**config.mk**
```make
export PLATFORM = sky130hd
export DESIGN_NAME = peak_framer_flat
export DESIGN_NICKNAME = d
export VERILOG_FILES = /design/src/rtl/peak_framer_if.sv /design/src/rtl/peak_framer.sv /design/src/flat_wrapper.sv
export SDC_FILE = /design/constraint.sdc
export NUM_CORES = 1
export LEC_CHECK = 0
export CORE_ASPECT_RATIO = 0.6
export CORE_MARGIN = 4
export CORE_UTILIZATION = 46
export DETAILED_ROUTE_END_ITERATION = 16
export DONT_BUFFER_PORTS = 1
export GPL_ROUTABILITY_DRIVEN = 0
export PLACE_DENSITY_LB_ADDON = 0.3
export SYNTH_ARGS = -nofsm -noshare
export SYNTH_HDL_FRONTEND = slang
export SYNTH_SLANG_ARGS = --single-unit
```
**constraint.sdc**
```tcl
create_clock -name clk -period 5.7 [get_ports clk]
set_clock_uncertainty 0.15 [all_clocks]
set_input_delay 0.57 -clock clk [delete_from_list [all_inputs] [get_ports clk]]
set_output_delay 0.57 -clock clk [all_outputs]
set_load 0.01 [all_outputs]
```
**src/rtl/peak_framer_if.sv**
```systemverilog
// Stream bundle for peak_framer: the peak-entry sink (no backpressure) and the
// byte-serial packet source. A source byte transfers on a clock edge where
// source_valid && source_ready; while valid is high and ready low, the byte and
// its sop/eop flags stay unchanged until accepted.
interface peak_framer_if;
  logic        sink_valid;
  logic        sink_sop;
  logic        sink_eop;
  logic [23:0] sink_freq;
  logic [15:0] sink_phaseA;
  logic [15:0] sink_phaseB;
  logic        source_valid;
  logic        source_ready;
  logic [7:0]  source_data;
  logic        source_sop;
  logic        source_eop;

  modport master (
    output sink_valid, sink_sop, sink_eop, sink_freq, sink_phaseA, sink_phaseB,
    output source_ready,
    input  source_valid, source_data, source_sop, source_eop
  );

  modport slave (
    input  sink_valid, sink_sop, sink_eop, sink_freq, sink_phaseA, sink_phaseB,
    input  source_ready,
    output source_valid, source_data, source_sop, source_eop
  );
endinterface

```
**src/rtl/peak_framer.sv**
```systemverilog
// Captures one sop..eop run of peak entries into a single buffer and re-emits
// it as a byte packet: SYNC, seq, n, 7 bytes per entry, checksum.
module peak_framer #(
  parameter int         NPEAKS = 4,
  parameter logic [7:0] SYNC   = 8'hA5
) (
  input  logic          clk,
  input  logic          reset,
  peak_framer_if.slave  bus,
  output logic [7:0]    drop_cnt,
  output logic [7:0]    err_cnt,
  output logic [1:0]    dbg_cap_state_o,
  output logic [2:0]    dbg_tx_state_o
);

  localparam int         IW    = (NPEAKS > 1) ? $clog2(NPEAKS) : 1;
  localparam int         DEPTH = 1 << IW;
  localparam logic [4:0] NMAX  = 5'(NPEAKS);

  typedef enum logic [1:0] {C_IDLE, C_RUN, C_DISCARD} cap_state_e;
  typedef enum logic [2:0] {T_IDLE, T_SYNC, T_SEQ, T_CNT, T_PAY, T_CHK} tx_state_e;

  cap_state_e  cap_state_q, cap_state_d;
  logic [4:0]  cap_n_q, cap_n_d;
  logic        cap_blk_q, cap_blk_d;
  tx_state_e   tx_state_q, tx_state_d;
  logic [4:0]  tx_n_q, tx_n_d;
  logic [4:0]  tx_e_q, tx_e_d;
  logic [2:0]  tx_b_q, tx_b_d;
  logic [7:0]  sum_q, sum_d;
  logic [7:0]  seq_q, seq_d;
  logic        pend_q, pend_d;
  logic [7:0]  drop_q, drop_d;
  logic [7:0]  err_q, err_d;

  logic [55:0] buf_q [DEPTH];
  logic [55:0] ent;
  logic [4:0]  wr_idx;
  logic        wr_en, complete, err_inc, launch, drop_inc;
  logic        hs, chk_hs, tx_reading;
  logic [7:0]  pay_byte;

  assign hs     = bus.source_valid && bus.source_ready;
  assign chk_hs = (tx_state_q == T_CHK) && hs;
  // Buffer is owned by TX from launch until the last payload byte is accepted.
  assign tx_reading = pend_q || (tx_state_q == T_SYNC) || (tx_state_q == T_SEQ) ||
                      (tx_state_q == T_CNT) || (tx_state_q == T_PAY);

  always_comb begin
    cap_state_d = cap_state_q;
    cap_n_d     = cap_n_q;
    cap_blk_d   = cap_blk_q;
    wr_en       = 1'b0;
    wr_idx      = cap_n_q;
    complete    = 1'b0;
    err_inc     = 1'b0;
    if (bus.sink_valid) begin
      if (bus.sink_sop) begin
        err_inc   = (cap_state_q == C_RUN);
        wr_idx    = '0;
        wr_en     = !tx_reading;
        cap_blk_d = tx_reading;
        cap_n_d   = 5'd1;
        if (bus.sink_eop) begin
          complete    = 1'b1;
          cap_state_d = C_IDLE;
        end else begin
          cap_state_d = C_RUN;
        end
      end else if (cap_state_q == C_RUN) begin
        if (cap_n_q == NMAX) begin
          err_inc     = 1'b1;
          cap_state_d = bus.sink_eop ? C_IDLE : C_DISCARD;
        end else begin
          wr_en   = !cap_blk_q;
          cap_n_d = cap_n_q + 5'd1;
          if (bus.sink_eop) begin
            complete    = 1'b1;
            cap_state_d = C_IDLE;
          end
        end
      end else if ((cap_state_q == C_DISCARD) && bus.sink_eop) begin
        cap_state_d = C_IDLE;
      end
    end
  end

  // A finishing checksum handshake frees TX in the same cycle, so a frame ending then still goes out.
  assign launch   = complete && !cap_blk_d &&
                    (((tx_state_q == T_IDLE) && !pend_q) || chk_hs);
  assign drop_inc = complete && !launch;

  always_comb begin
    drop_d = drop_q;
    err_d  = err_q;
    if (drop_inc && (drop_q != 8'hFF)) drop_d = drop_q + 8'd1;
    if (err_inc && (err_q != 8'hFF))   err_d  = err_q + 8'd1;
  end

  assign ent = buf_q[tx_e_q[IW-1:0]];

  always_comb begin
    case (tx_b_q)
      3'd0:    pay_byte = ent[55:48];
      3'd1:    pay_byte = ent[47:40];
      3'd2:    pay_byte = ent[39:32];
      3'd3:    pay_byte = ent[31:24];
      3'd4:    pay_byte = ent[23:16];
      3'd5:    pay_byte = ent[15:8];
      default: pay_byte = ent[7:0];
    endcase
  end

  always_comb begin
    tx_state_d = tx_state_q;
    tx_n_d     = tx_n_q;
    tx_e_d     = tx_e_q;
    tx_b_d     = tx_b_q;
    sum_d      = sum_q;
    seq_d      = seq_q;
    pend_d     = pend_q;
    if (launch) tx_n_d = cap_n_d;
    case (tx_state_q)
      T_IDLE: begin
        if (pend_q) begin
          pend_d     = 1'b0;
          tx_state_d = T_SYNC;
        end else if (launch) begin
          tx_state_d = T_SYNC;
        end
      end
      T_SYNC: if (hs) begin
        sum_d      = 8'd0;
        tx_e_d     = '0;
        tx_b_d     = '0;
        tx_state_d = T_SEQ;
      end
      T_SEQ: if (hs) begin
        sum_d      = sum_q + seq_q;
        tx_state_d = T_CNT;
      end
      T_CNT: if (hs) begin
        sum_d      = sum_q + {3'b000, tx_n_q};
        tx_state_d = T_PAY;
      end
      T_PAY: if (hs) begin
        sum_d = sum_q + pay_byte;
        if (tx_b_q == 3'd6) begin
          tx_b_d = '0;
          if (tx_e_q == tx_n_q - 5'd1) tx_state_d = T_CHK;
          else                         tx_e_d     = tx_e_q + 5'd1;
        end else begin
          tx_b_d = tx_b_q + 3'd1;
        end
      end
      T_CHK: if (hs) begin
        seq_d      = seq_q + 8'd1;
        tx_state_d = T_IDLE;
        pend_d     = launch;
      end
      default: tx_state_d = T_IDLE;
    endcase
  end

  always_comb begin
    bus.source_data = 8'h00;
    case (tx_state_q)
      T_SYNC:  bus.source_data = SYNC;
      T_SEQ:   bus.source_data = seq_q;
      T_CNT:   bus.source_data = {3'b000, tx_n_q};
      T_PAY:   bus.source_data = pay_byte;
      T_CHK:   bus.source_data = 8'h00 - sum_q;
      default: bus.source_data = 8'h00;
    endcase
  end

  assign bus.source_valid = (tx_state_q != T_IDLE);
  assign bus.source_sop   = (tx_state_q == T_SYNC);
  assign bus.source_eop   = (tx_state_q == T_CHK);
  assign drop_cnt         = drop_q;
  assign err_cnt          = err_q;
  assign dbg_cap_state_o  = cap_state_q;
  assign dbg_tx_state_o   = tx_state_q;

  always_ff @(posedge clk or negedge reset) begin
    if (!reset) begin
      cap_state_q <= C_IDLE;
      cap_n_q     <= '0;
      cap_blk_q   <= 1'b0;
      tx_state_q  <= T_IDLE;
      tx_n_q      <= '0;
      tx_e_q      <= '0;
      tx_b_q      <= '0;
      sum_q       <= '0;
      seq_q       <= '0;
      pend_q      <= 1'b0;
      drop_q      <= '0;
      err_q       <= '0;
    end else begin
      cap_state_q <= cap_state_d;
      cap_n_q     <= cap_n_d;
      cap_blk_q   <= cap_blk_d;
      tx_state_q  <= tx_state_d;
      tx_n_q      <= tx_n_d;
      tx_e_q      <= tx_e_d;
      tx_b_q      <= tx_b_d;
      sum_q       <= sum_d;
      seq_q       <= seq_d;
      pend_q      <= pend_d;
      drop_q      <= drop_d;
      err_q       <= err_d;
    end
  end

  always_ff @(posedge clk) begin
    if (wr_en) buf_q[wr_idx[IW-1:0]] <= {bus.sink_freq, bus.sink_phaseA, bus.sink_phaseB};
  end

endmodule

```
**src/flat_wrapper.sv**
```systemverilog
// flat-port wrapper written by rule: the top's interface ports become plain ports
module peak_framer_flat 
#(
  parameter int         NPEAKS = 4,
  parameter logic [7:0] SYNC   = 8'hA5
)
  (clk, reset, drop_cnt, err_cnt, dbg_cap_state_o, dbg_tx_state_o, bus_sink_valid, bus_sink_sop, bus_sink_eop, bus_sink_freq, bus_sink_phaseA, bus_sink_phaseB, bus_source_ready, bus_source_valid, bus_source_data, bus_source_sop, bus_source_eop);
  peak_framer_if bus_i ();
  input  logic clk;
  input  logic reset;
  output logic [7:0] drop_cnt;
  output logic [7:0] err_cnt;
  output logic [1:0] dbg_cap_state_o;
  output logic [2:0] dbg_tx_state_o;
  input wire logic [$bits(bus_i.sink_valid)-1:0] bus_sink_valid;
  input wire logic [$bits(bus_i.sink_sop)-1:0] bus_sink_sop;
  input wire logic [$bits(bus_i.sink_eop)-1:0] bus_sink_eop;
  input wire logic [$bits(bus_i.sink_freq)-1:0] bus_sink_freq;
  input wire logic [$bits(bus_i.sink_phaseA)-1:0] bus_sink_phaseA;
  input wire logic [$bits(bus_i.sink_phaseB)-1:0] bus_sink_phaseB;
  input wire logic [$bits(bus_i.source_ready)-1:0] bus_source_ready;
  output wire logic [$bits(bus_i.source_valid)-1:0] bus_source_valid;
  output wire logic [$bits(bus_i.source_data)-1:0] bus_source_data;
  output wire logic [$bits(bus_i.source_sop)-1:0] bus_source_sop;
  output wire logic [$bits(bus_i.source_eop)-1:0] bus_source_eop;
  assign bus_i.sink_valid = bus_sink_valid;
  assign bus_i.sink_sop = bus_sink_sop;
  assign bus_i.sink_eop = bus_sink_eop;
  assign bus_i.sink_freq = bus_sink_freq;
  assign bus_i.sink_phaseA = bus_sink_phaseA;
  assign bus_i.sink_phaseB = bus_sink_phaseB;
  assign bus_i.source_ready = bus_source_ready;
  assign bus_source_valid = bus_i.source_valid;
  assign bus_source_data = bus_i.source_data;
  assign bus_source_sop = bus_i.source_sop;
  assign bus_source_eop = bus_i.source_eop;
  peak_framer #(.NPEAKS(NPEAKS), .SYNC(SYNC)) u_core (.clk(clk), .reset(reset), .bus(bus_i), .drop_cnt(drop_cnt), .err_cnt(err_cnt), .dbg_cap_state_o(dbg_cap_state_o), .dbg_tx_state_o(dbg_tx_state_o));
endmodule
```
==> results of run 1 <==
how the worst max path moves through the flow:
stage                                 start                      endpoint  slack, ns  cells past startpoint
3_5_place_dp   u_core.tx_b_q[2]$_DFFE_PN0P_   u_core.sum_q[7]$_DFFE_PN0P_       0.86                     15
6_report       u_core.tx_b_q[2]$_DFFE_PN0P_   u_core.sum_q[7]$_DFFE_PN0P_       0.80                     15
5_1_grt        u_core.tx_b_q[2]$_DFFE_PN0P_   u_core.sum_q[7]$_DFFE_PN0P_       0.45                     15
3_3_place_gp   u_core.tx_b_q[2]$_DFFE_PN0P_   u_core.sum_q[7]$_DFFE_PN0P_       0.96                     15
2_1_floorplan   u_core.cap_n_q[0]$_DFF_PN0_  u_core.buf_q[1][0]$_DFFE_PP_       1.26                      6
4_1_cts        u_core.tx_b_q[2]$_DFFE_PN0P_   u_core.sum_q[7]$_DFFE_PN0P_       0.85                     15
per-layer routing:
layer | global-route usage, % | share of wire (%)
met1 | 28.5 | 46
met2 | 27.0 | 45
met3 | 4.66 | 7.9
met4 | 3.40 | 1.7
met5 | 0 | 0.026
cell usage in the layout, fill, tap and decap left out, drive strengths merged, types with 9 or more instances in the layout:
master,n
clkinv,12
a21oi,18
a31oi,9
nor2,31
edfxtp,224
mux4,56
clkbuf,34
a22oi,16
o21ai,26
dlygate4sd3,60
a221o,9
xor2,14
dfrtp,57
mux2,9
xnor2,27
nand3,14
a21o,10
nor3,12
nand2,53
buf,12
ha,16
inv,18
registers in the layout, summed over array words and instances, names as in the netlist:
register                count
u_core.tx_e_q               5
u_core.cap_blk_q            1
u_core.drop_cnt             8
u_core.pend_q               1
u_core.tx_n_q               5
u_core.buf_q              224
u_core.seq_q                8
u_core.tx_b_q               3
u_core.dbg_tx_state_o       3
u_core.err_cnt              8
u_core.cap_n_q              5
u_core.sum_q                8
u_core.dbg_cap_state_o      2
repair_timing:
action	in CTS	in global routing
gates resized for setup	0	0
hold buffers	61	0
endpoints found under the hold margin	283	0
worst reg2reg max path: cells and delay by family (launching register included):
family,cells,cell delay (ns)
flip-flops,1,0.73
XOR/XNOR,1,0.19
buffers and inverters,2,0.77
AO/OA/AOI/OAI,8,1.76
AND/OR/NAND/NOR,2,0.40
adder cells (fa/ha/maj),2,0.79
power breakdown:
group / switching, mW / leakage (nW) / internal, mW / total (mW)
clock: 0.740 / 0.391 / 0.919 / 1.66
sequential: 0.244 / 2.78 / 2.42 / 2.67
combinational: 0.616 / 1.57 / 0.415 / 1.03
per-stage QoR:
step                      utilization [%]  area [µm²]
after floorplan                         -       11900
after global placement               48.6       12300
after detailed placement             48.6       12300
after CTS                            54.2       13800
after global routing                 54.3       13800
final                                54.3       13800
final cells by class:
cell class | count | area [µm²] | area share (%)
Inverter | 17 | 63.8 | 0.463
Clock buffer | 34 | 702 | 5.09
Multi-Input combinational cell | 398 | 3590 | 26.0
Timing Repair Buffer | 72 | 711 | 5.16
Clock inverter | 16 | 110 | 0.799
Antenna cell | 5 | 12.5 | 0.0908
Sequential cell | 281 | 8160 | 59.2
Tap cell | 352 | 440 | 3.19
cell families after synthesis:
logic type	Yosys count
fa+ha+maj	17
buf+inv	46
xor+xnor	41
compound gates	117
flops	281
mux	69
simple gates	154
==> impl_metrics.ini, run 1 <==
[pwr]
cellPowerDensity_nw_per_um2 = 389
finalPower_mw = 5.36
irDropWorstVdd_mv = 0.249
p_leak_nw = 4.74

[worst_setup_path]
cp-end-kind = flop
cp-start-kind = flop
cp.required_ns = 5.97
crit_family = compound AO/OA/AOI/OAI gates
path_cells = clkinv_1 > ha_1 > nor3_1 > buf_4 > a22oi_1 > o211ai_1 > a22o_1 > a21o_1 > ha_1 > a21oi_1 > o21ai_0 > o41ai_1 > xnor2_1 > nor3_1 > a221o_1
crit_fanout = 15
rrSetupSlack_ns = 0.80
rr_startpoint = u_core.tx_b_q[2]$_DFFE_PN0P_
r2r_cells = 15
r2r-end = u_core.sum_q[7]$_DFFE_PN0P_
crit_type = flop to flop
crit_buf_inv = 2
slowest_stage = dfrtp_1
worstPathArrival_ns = 5.16
critPathMaxStageDelay_ns = 0.73

[timing]
fin_crit_sh_pct = 85.9
fin_ws_ns = 0.805
final.setup.tns_ns = 0
hold_viol = 0
slew_headroom_pct = 5.30
rsz0062_at_grt = false
slew_viol_final = 0
fmaxAchievable_ghz = 0.204
whs_ns = 0.0333
post-route-min-period_ns = 4.90
setup_viol = 0
worstMarginPinSlew_ns = 1.42

[yosys]
synth_cells = 725
synth_compound_area_share_pct = 6.85
synth.distinct_cells = 58
synthArstFlopShare_pct = 20.3
synth_mux_area_share_pct = 11.8
syn_nets = 804
postSynthAreaPerCell_um2 = 16.4
synth_seq_cells = 281
synth_edf_count = 224
synth_area_um2 = 11900
yosys.area_share.simple_pct = 6.37
synth_flop_cell = edfxtp_1
yosysWarnings = 0
yosysMostFrequentCell = edfxtp_1
synth_common_cells = edfxtp_1 (224), dfrtp_1 (57), mux4_2 (56)
ys_top_cells_by_area = edfxtp_1 (57%), dfrtp_1 (12%), mux4_2 (11%)
synth-seq-area-share_pct = 68.5
synthXorXnorAreaFrac_pct = 3.02
synth_top_cell_by_area = edfxtp_1
synthAdderAreaFrac_pct = 1.85
netlist.area_leader.share_pct = 56.5
synth_top_family_by_area = multiplexers

[clocking]
clk_latency_ns = 0.55
path_clk_slew_ns = 0.06
post_cts_buffers = 0
cts_tree = built
cts_buffers = 27
clockRootBuffer = clkbuf_16
clk_path_buf_depth = 3
cts_sinks = 281
cts-htree-levels = 1

[route]
wl_per_cell_um = 22.5
ant_nets = 0
drc = 0
routed_wl_um = 26500
drt_iter0_drc = 777
viasPerCell = 5.82
dr.pass1.iters = 7
vias = 6837

[global_routing]
grt_pass1_vias = 6703
globalRouteOverflowTotal = 0
grtUsageTotal_pct = 18.5
antenna_found_initial = 5
grt_max_degree = 58
grt_pass1_wl_um = 41100

[worst_hold_path]
hp-start = bus_source_ready
worstHoldEndpoint = u_core.dbg_tx_state_o[2]$_DFFE_PN0P_
hold_path.class = primary input to flop
min_path_cells = 2

[run]
max-cap-violations = 0

[floorplan]
chipWidth_um = 216
initial_core_util_pct = 46.8
fp.dieArea_um2 = 28600
placementRows = 45
core_um2 = 25400
die_h_um = 133
ios = 94

[layout]
drive_gt1_share_pct = 15.0
num-nets-final = 876
fill_cells = 1975
syn_to_final_growth_pct = 15.9
stdcell_count = 1175

[place]
io_buffers = 0
place_ws_ns = 0.862
placed_cells = 1059
post-dp-hpwl_um = 17700

[outcome]
status = completed
Note: power is estimated with default switching activity, not from simulation.
==> run 2: changes to the inputs <==
--- a/config.mk
+++ b/config.mk
@@ -11,7 +11,6 @@
 export DETAILED_ROUTE_END_ITERATION = 16
 export DONT_BUFFER_PORTS = 1
 export GPL_ROUTABILITY_DRIVEN = 0
-export PLACE_DENSITY_LB_ADDON = 0.3
 export SYNTH_ARGS = -nofsm -noshare
 export SYNTH_HDL_FRONTEND = slang
 export SYNTH_SLANG_ARGS = --single-unit
==> run 2 against run 1 <==
Combinational power about the same. Critical endpoint unchanged. Clock-buffer cell count increased by 2. Sequential share of layout area decreased by 0.34 points. Highest routed layer unchanged. Via count decreased by 2.0%. Register-to-register slack about the same. Hold slack improved by 0.0031 ns.
==> impl_metrics.ini, run 2 (synthesis results as in run 1) <==
[worst_setup_path]
cp.required_ns = 5.97
rrSetupSlack_ns = 0.81
cp-start-kind = flop
cp-end-kind = flop
worstPathArrival_ns = 5.16
crit_buf_inv = 1
crit_fanout = 15
startpoint = u_core.tx_b_q[2]$_DFFE_PN0P_
r2r_cells = 15
r2r-end = u_core.sum_q[7]$_DFFE_PN0P_
rr_startpoint = u_core.tx_b_q[2]$_DFFE_PN0P_
crit_family = compound AO/OA/AOI/OAI gates
cp.depth = 15
crit_type = flop to flop
slowest_stage = dfrtp_1
critPathMaxStageDelay_ns = 0.69
cp-endpoint = u_core.sum_q[7]$_DFFE_PN0P_
path_cells = clkinv_1 > ha_1 > nor3_1 > a22oi_1 > o211ai_1 > a22o_1 > a21o_1 > ha_1 > a21o_1 > a21oi_1 > o21ai_0 > o41ai_1 > xnor2_1 > nor3_1 > a221o_1

[route]
drc = 0
ant_nets = 0
wl_per_cell_um = 23.2
drt_iter0_drc = 632
dr.pass1.iters = 5
vias = 6700
routed_wl_um = 27100
viasPerCell = 5.73

[timing]
slew_headroom_pct = 10.7
hold_viol = 0
setup_viol = 0
final.setup.tns_ns = 0
worstMarginPinSlew_ns = 1.33
rsz0062_at_grt = false
post-route-min-period_ns = 4.89
fin_crit_sh_pct = 85.7
fmaxAchievable_ghz = 0.205
slew_viol_final = 0

[layout]
drive_gt1_share_pct = 15.3
postLayoutCellArea_um2 = 13900
fill_cells = 2030
largest_reg_flops = 224
final_cell_mix = edfxtp_1 (224), dlygate4sd3_1 (60), mux4_2 (56), dfrtp_1 (55), nand2_1 (53)
layout_commonest_cell = edfxtp_1
syn_to_final_growth_pct = 16.6
num-nets-final = 877

[global_routing]
globalRouteOverflowTotal = 0
grtUsageTotal_pct = 19.0
antenna_found_initial = 2
grt_pass1_vias = 6793
grt_pass1_wl_um = 42000
grt_max_degree = 58

[floorplan]
placementRows = 45
initial_core_util_pct = 46.8
fp.dieArea_um2 = 28600
core_um2 = 25400
die_h_um = 133
ios = 94
chipWidth_um = 216

[clocking]
clockRootBuffer = clkbuf_16
clk_path_buf_depth = 3
path_clk_slew_ns = 0.06
clk_latency_ns = 0.55
post_cts_buffers = 0
cts_buffers = 26
cts_tree = built
cts_sinks = 281
cts-htree-levels = 1

[pwr]
p_int_mw = 3.89
p_comb_share_pct = 18.8
power.share.clock_pct = 32.6
cellPowerDensity_nw_per_um2 = 397
swShare_pct = 29.2
irDropWorstVdd_mv = 0.209
pwr-share-seq_pct = 48.6
p_sw_mw = 1.61
p_leak_nw = 4.79

[worst_hold_path]
hold_path.class = primary input to flop

[run]
max-cap-violations = 0

[outcome]
status = completed

[place]
post-dp-hpwl_um = 17700
place_area_um2 = 12400
io_buffers = 0
run 2: changes by cell type in the layout (fill, tap and decap cells not counted), moves of 2 or more:
cell       delta
inv_6         -2
diode_2       -4
clkinv_1      -4
clkbuf_8      +2
bufinv_16     +3
run 2: worst register-to-register path: stages, from the launching register on:
cell	delay (ns)
dfrtp_1	0.69
clkinv_1	0.55
ha_1	0.56
nor3_1	0.40
a22oi_1	0.16
o211ai_1	0.16
a22o_1	0.24
a21o_1	0.11
ha_1	0.22
a21o_1	0.18
a21oi_1	0.25
o21ai_0	0.18
o41ai_1	0.37
xnor2_1	0.20
nor3_1	0.06
a221o_1	0.27
run 2: through the flow:
stage	instances	power (mW)	setup slack [ns]	utilization [%]	hold slack [ns]
2_1_floorplan	725	3.36	1.26	-	0.124
3_3_place_gp	1061	3.65	0.919	48.7	0.128
3_5_place_dp	1061	3.67	0.842	48.7	0.128
4_1_cts	1169	5.53	0.825	54.6	0.0100
5_1_grt	1170	5.78	0.478	54.6	0.0169
6_report	1170	5.50	0.813	54.6	0.0364
run 2: routing by layer:
metal	share of wire (%)	global-route usage, %	routed length (µm)
met1	47	29.5	12800
met2	43	27.0	11700
met3	7.5	5.44	2030
met4	1.9	3.86	524
met5	0.048	0	13
run 2: worst min-delay path by stage:
| stage | depth (start not counted) | from | slack [ns] | to |
|---|---|---|---|---|
| after floorplan | 0 | reset | 0.12 | u_core.cap_blk_q$_DFF_PN0_ |
| after global placement | 0 | reset | 0.13 | u_core.sum_q[6]$_DFFE_PN0P_ |
| after detailed placement | 0 | reset | 0.13 | u_core.sum_q[6]$_DFFE_PN0P_ |
| after CTS | 2 | bus_source_ready | 0.01 | u_core.dbg_tx_state_o[2]$_DFFE_PN0P_ |
| after global routing | 1 | bus_source_ready | 0.02 | u_core.tx_b_q[2]$_DFFE_PN0P_ |
| final | 2 | bus_source_ready | 0.04 | u_core.dbg_tx_state_o[2]$_DFFE_PN0P_ |
run 2: cell type report:
| class | instances | area [µm²] | share of cell area [%] |
|---|---|---|---|
| clock buffers | 36 | 708 | 5.11 |
| multi-input cells | 398 | 3590 | 25.9 |
| diodes | 1 | 2.50 | 0.0180 |
| repair buffers | 74 | 738 | 5.32 |
| well taps | 352 | 440 | 3.18 |
| clock inverters | 11 | 165 | 1.19 |
| flip-flops and latches | 281 | 8160 | 58.8 |
| inverters | 17 | 63.8 | 0.460 |
run 2: what timing repair did:
action | 4_1_cts | 5_1_grt
setup endpoints to repair | 0 | 0
hold buffers | 61 | 0
resized for setup | 0 | 0
hold endpoints to repair | 283 | 0
run 2: power by group through the flow:
stage | sequential [mW] | combinational, mW | clock [mW]
floorplan | 2.60 | 0.755 | 0
global placement | 2.70 | 0.954 | 0
detailed placement | 2.71 | 0.964 | 0
CTS | 2.67 | 1.03 | 1.83
global route | 2.70 | 1.14 | 1.93
finish | 2.67 | 1.03 | 1.79
==> run 3: changes to the inputs <==
--- a/config.mk
+++ b/config.mk
@@ -11,6 +11,8 @@
 export DETAILED_ROUTE_END_ITERATION = 16
 export DONT_BUFFER_PORTS = 1
 export GPL_ROUTABILITY_DRIVEN = 0
+export GPL_TIMING_DRIVEN = 0
+export SETUP_SLACK_MARGIN = 0.5
 export SYNTH_ARGS = -nofsm -noshare
 export SYNTH_HDL_FRONTEND = slang
 export SYNTH_SLANG_ARGS = --single-unit
==> run 3 against run 2 <==
Clock power about the same. Final cell count rose by 2.5%. Hold slack gained 0.038 ns.
==> impl_metrics.ini, run 3 (synthesis results as in run 1) <==
[outcome]
status = completed

[floorplan]
placementRows = 45
chipWidth_um = 216
core_um2 = 25400
die_h_um = 133
fp.dieArea_um2 = 28600
ios = 94
initial_core_util_pct = 46.8

[clocking]
cts-htree-levels = 1
clockRootBuffer = clkbuf_16
post_cts_buffers = 0
cts_buffers = 26
path_clk_slew_ns = 0.07
cts_sinks = 281
clk_path_buf_depth = 3
clk_latency_ns = 0.54
cts_tree = built

[worst_setup_path]
startpoint = u_core.tx_b_q[0]$_DFFE_PN0P_
critPathMaxStageDelay_ns = 0.49
crit_fanout = 10
worstPathArrival_ns = 5.03
cp-end-kind = flop
slowest_stage = nor3_4
crit_type = flop to flop
crit_buf_inv = 3
crit_family = compound AO/OA/AOI/OAI gates
cp-start-kind = flop
cp.required_ns = 5.96
rr_startpoint = u_core.tx_b_q[0]$_DFFE_PN0P_
path_cells = clkbuf_2 > clkbuf_1 > and2_1 > ha_1 > clkbuf_2 > nor3_4 > a22oi_1 > o211ai_1 > a22o_1 > a21o_1 > ha_1 > a21o_1 > a21oi_1 > o21ai_0 > o41ai_1 > xnor2_1 > nor3_1 > a221o_1

[layout]
syn_to_final_growth_pct = 19.2
layout_commonest_cell = edfxtp_1
postLayoutCellArea_um2 = 14200
drive_gt1_share_pct = 17.2
num-nets-final = 904
largest_reg_flops = 224
final_cell_mix = edfxtp_1 (224), dlygate4sd3_1 (60), dfrtp_1 (57), mux4_2 (56), nand2_1 (53)

[timing]
post-route-min-period_ns = 4.76
setup_viol = 0
fmaxAchievable_ghz = 0.210
fin_crit_sh_pct = 83.6
final.setup.tns_ns = 0
slew_viol_final = 0
rsz0062_at_grt = false
hold_viol = 0
slew_headroom_pct = 24.9
whs_ns = 0.0743
worstMarginPinSlew_ns = 1.12

[route]
drc = 0
routed_wl_um = 27100
dr.pass1.iters = 5
wl_per_cell_um = 22.6
vias = 6944
ant_nets = 0
viasPerCell = 5.79
drt_iter0_drc = 548

[pwr]
p_leak_nw = 4.95
p_sw_mw = 1.60
cellPowerDensity_nw_per_um2 = 392
power.share.clock_pct = 32.7
p_comb_share_pct = 20.3
irDropWorstVdd_mv = 0.210
pwr-share-seq_pct = 47.0
p_int_mw = 3.95
swShare_pct = 28.9

[global_routing]
grt_pass1_wl_um = 42300
antenna_found_initial = 2
grtUsageTotal_pct = 19.1
globalRouteOverflowTotal = 0
grt_pass1_vias = 7036
grt_max_degree = 58

[place]
io_buffers = 0
post-dp-hpwl_um = 18800
place_area_um2 = 12600

[worst_hold_path]
hold_path.class = primary input to flop
hp-start = bus_source_ready

[run]
max-cap-violations = 0
==> run 3: cell types whose count changed in the layout (fill, tap and decap cells not counted), moves of 3 or more <==
cell      delta
buf_16       +6
buf_2        +4
buf_4       -10
clkbuf_1     +6
clkbuf_2    +10
clkbuf_4     +4
clkinv_2     +3
==> run 3: cell type report <==
class / instances / area [µm²]
multi-input combinational: 398 / 3600
fill: 1959 / 11200
clock buffer: 35 / 768
tap: 352 / 440
buffer: 29 / 136
sequential: 281 / 8150
timing repair buffer: 72 / 873
inverter: 17 / 63.8
clock inverter: 13 / 138
antenna: 2 / 5.00
==> run 3: power groups by stage <==
stage	sequential (mW)	clock (mW)	combinational, mW
floorplan	2.60	0	0.755
global placement	2.65	0	0.983
detailed placement	2.65	0	1.05
CTS	2.61	1.85	1.12
global route	2.63	1.94	1.24
finish	2.61	1.82	1.12
==> run 3: worst reg2reg max path, stage by stage (launching register included) <==
cell and delay [ns]:
dfrtp_1 0.36, clkbuf_2 0.21, clkbuf_1 0.28, and2_1 0.23
ha_1 0.18, clkbuf_2 0.23, nor3_4 0.49, a22oi_1 0.19
o211ai_1 0.18, a22o_1 0.26, a21o_1 0.12, ha_1 0.23
a21o_1 0.19, a21oi_1 0.22, o21ai_0 0.17, o41ai_1 0.43
xnor2_1 0.20, nor3_1 0.07, a221o_1 0.28
==> run 3: final timing paths <==
check	cells after the start	endpoint	slack, ns
worst max register to register	18	u_core.sum_q[7]$_DFFE_PN0P_	0.94
worst min register to register	1	u_core.tx_e_q[4]$_DFFE_PN0P_	0.37
worst max-delay path	18	u_core.sum_q[7]$_DFFE_PN0P_	0.94
max in group asynchronous	2	u_core.drop_cnt[1]$_DFFE_PN0P_	4.72
worst min-delay path	2	u_core.tx_e_q[4]$_DFFE_PN0P_	0.07
min in group asynchronous	2	u_core.seq_q[2]$_DFFE_PN0P_	0.41
==> run 3: repair_timing <==
| action | CTS | global route |
|---|---|---|
| hold endpoints to repair | 283 | 0 |
| setup endpoints to repair | 2 | 2 |
| hold buffers | 61 | 0 |
| resized for setup | 2 | 14 |
| pin swaps | 0 | 0 |
==> run 3: stage by stage <==
step	std cells	total power [mW]	util (%)	setup WS, ns
finish	1199	5.55	55.8	0.936
global route	1199	5.81	55.8	0.501
CTS	1196	5.58	55.7	0.529
detailed placement	1087	3.71	49.7	0.119
global placement	1077	3.63	48.6	-0.930
floorplan	725	3.36	-	1.26
==> run 3: layer usage <==
metal | track usage [%] | vias to the layer above | wire, µm
met5 | 0 | - | 0
met4 | 3.61 | 0 | 448
met3 | 3.56 | 45 | 1880
met2 | 28.5 | 282 | 12100
met1 | 29.7 | 3534 | 12700
li1 | - | 3083 | -
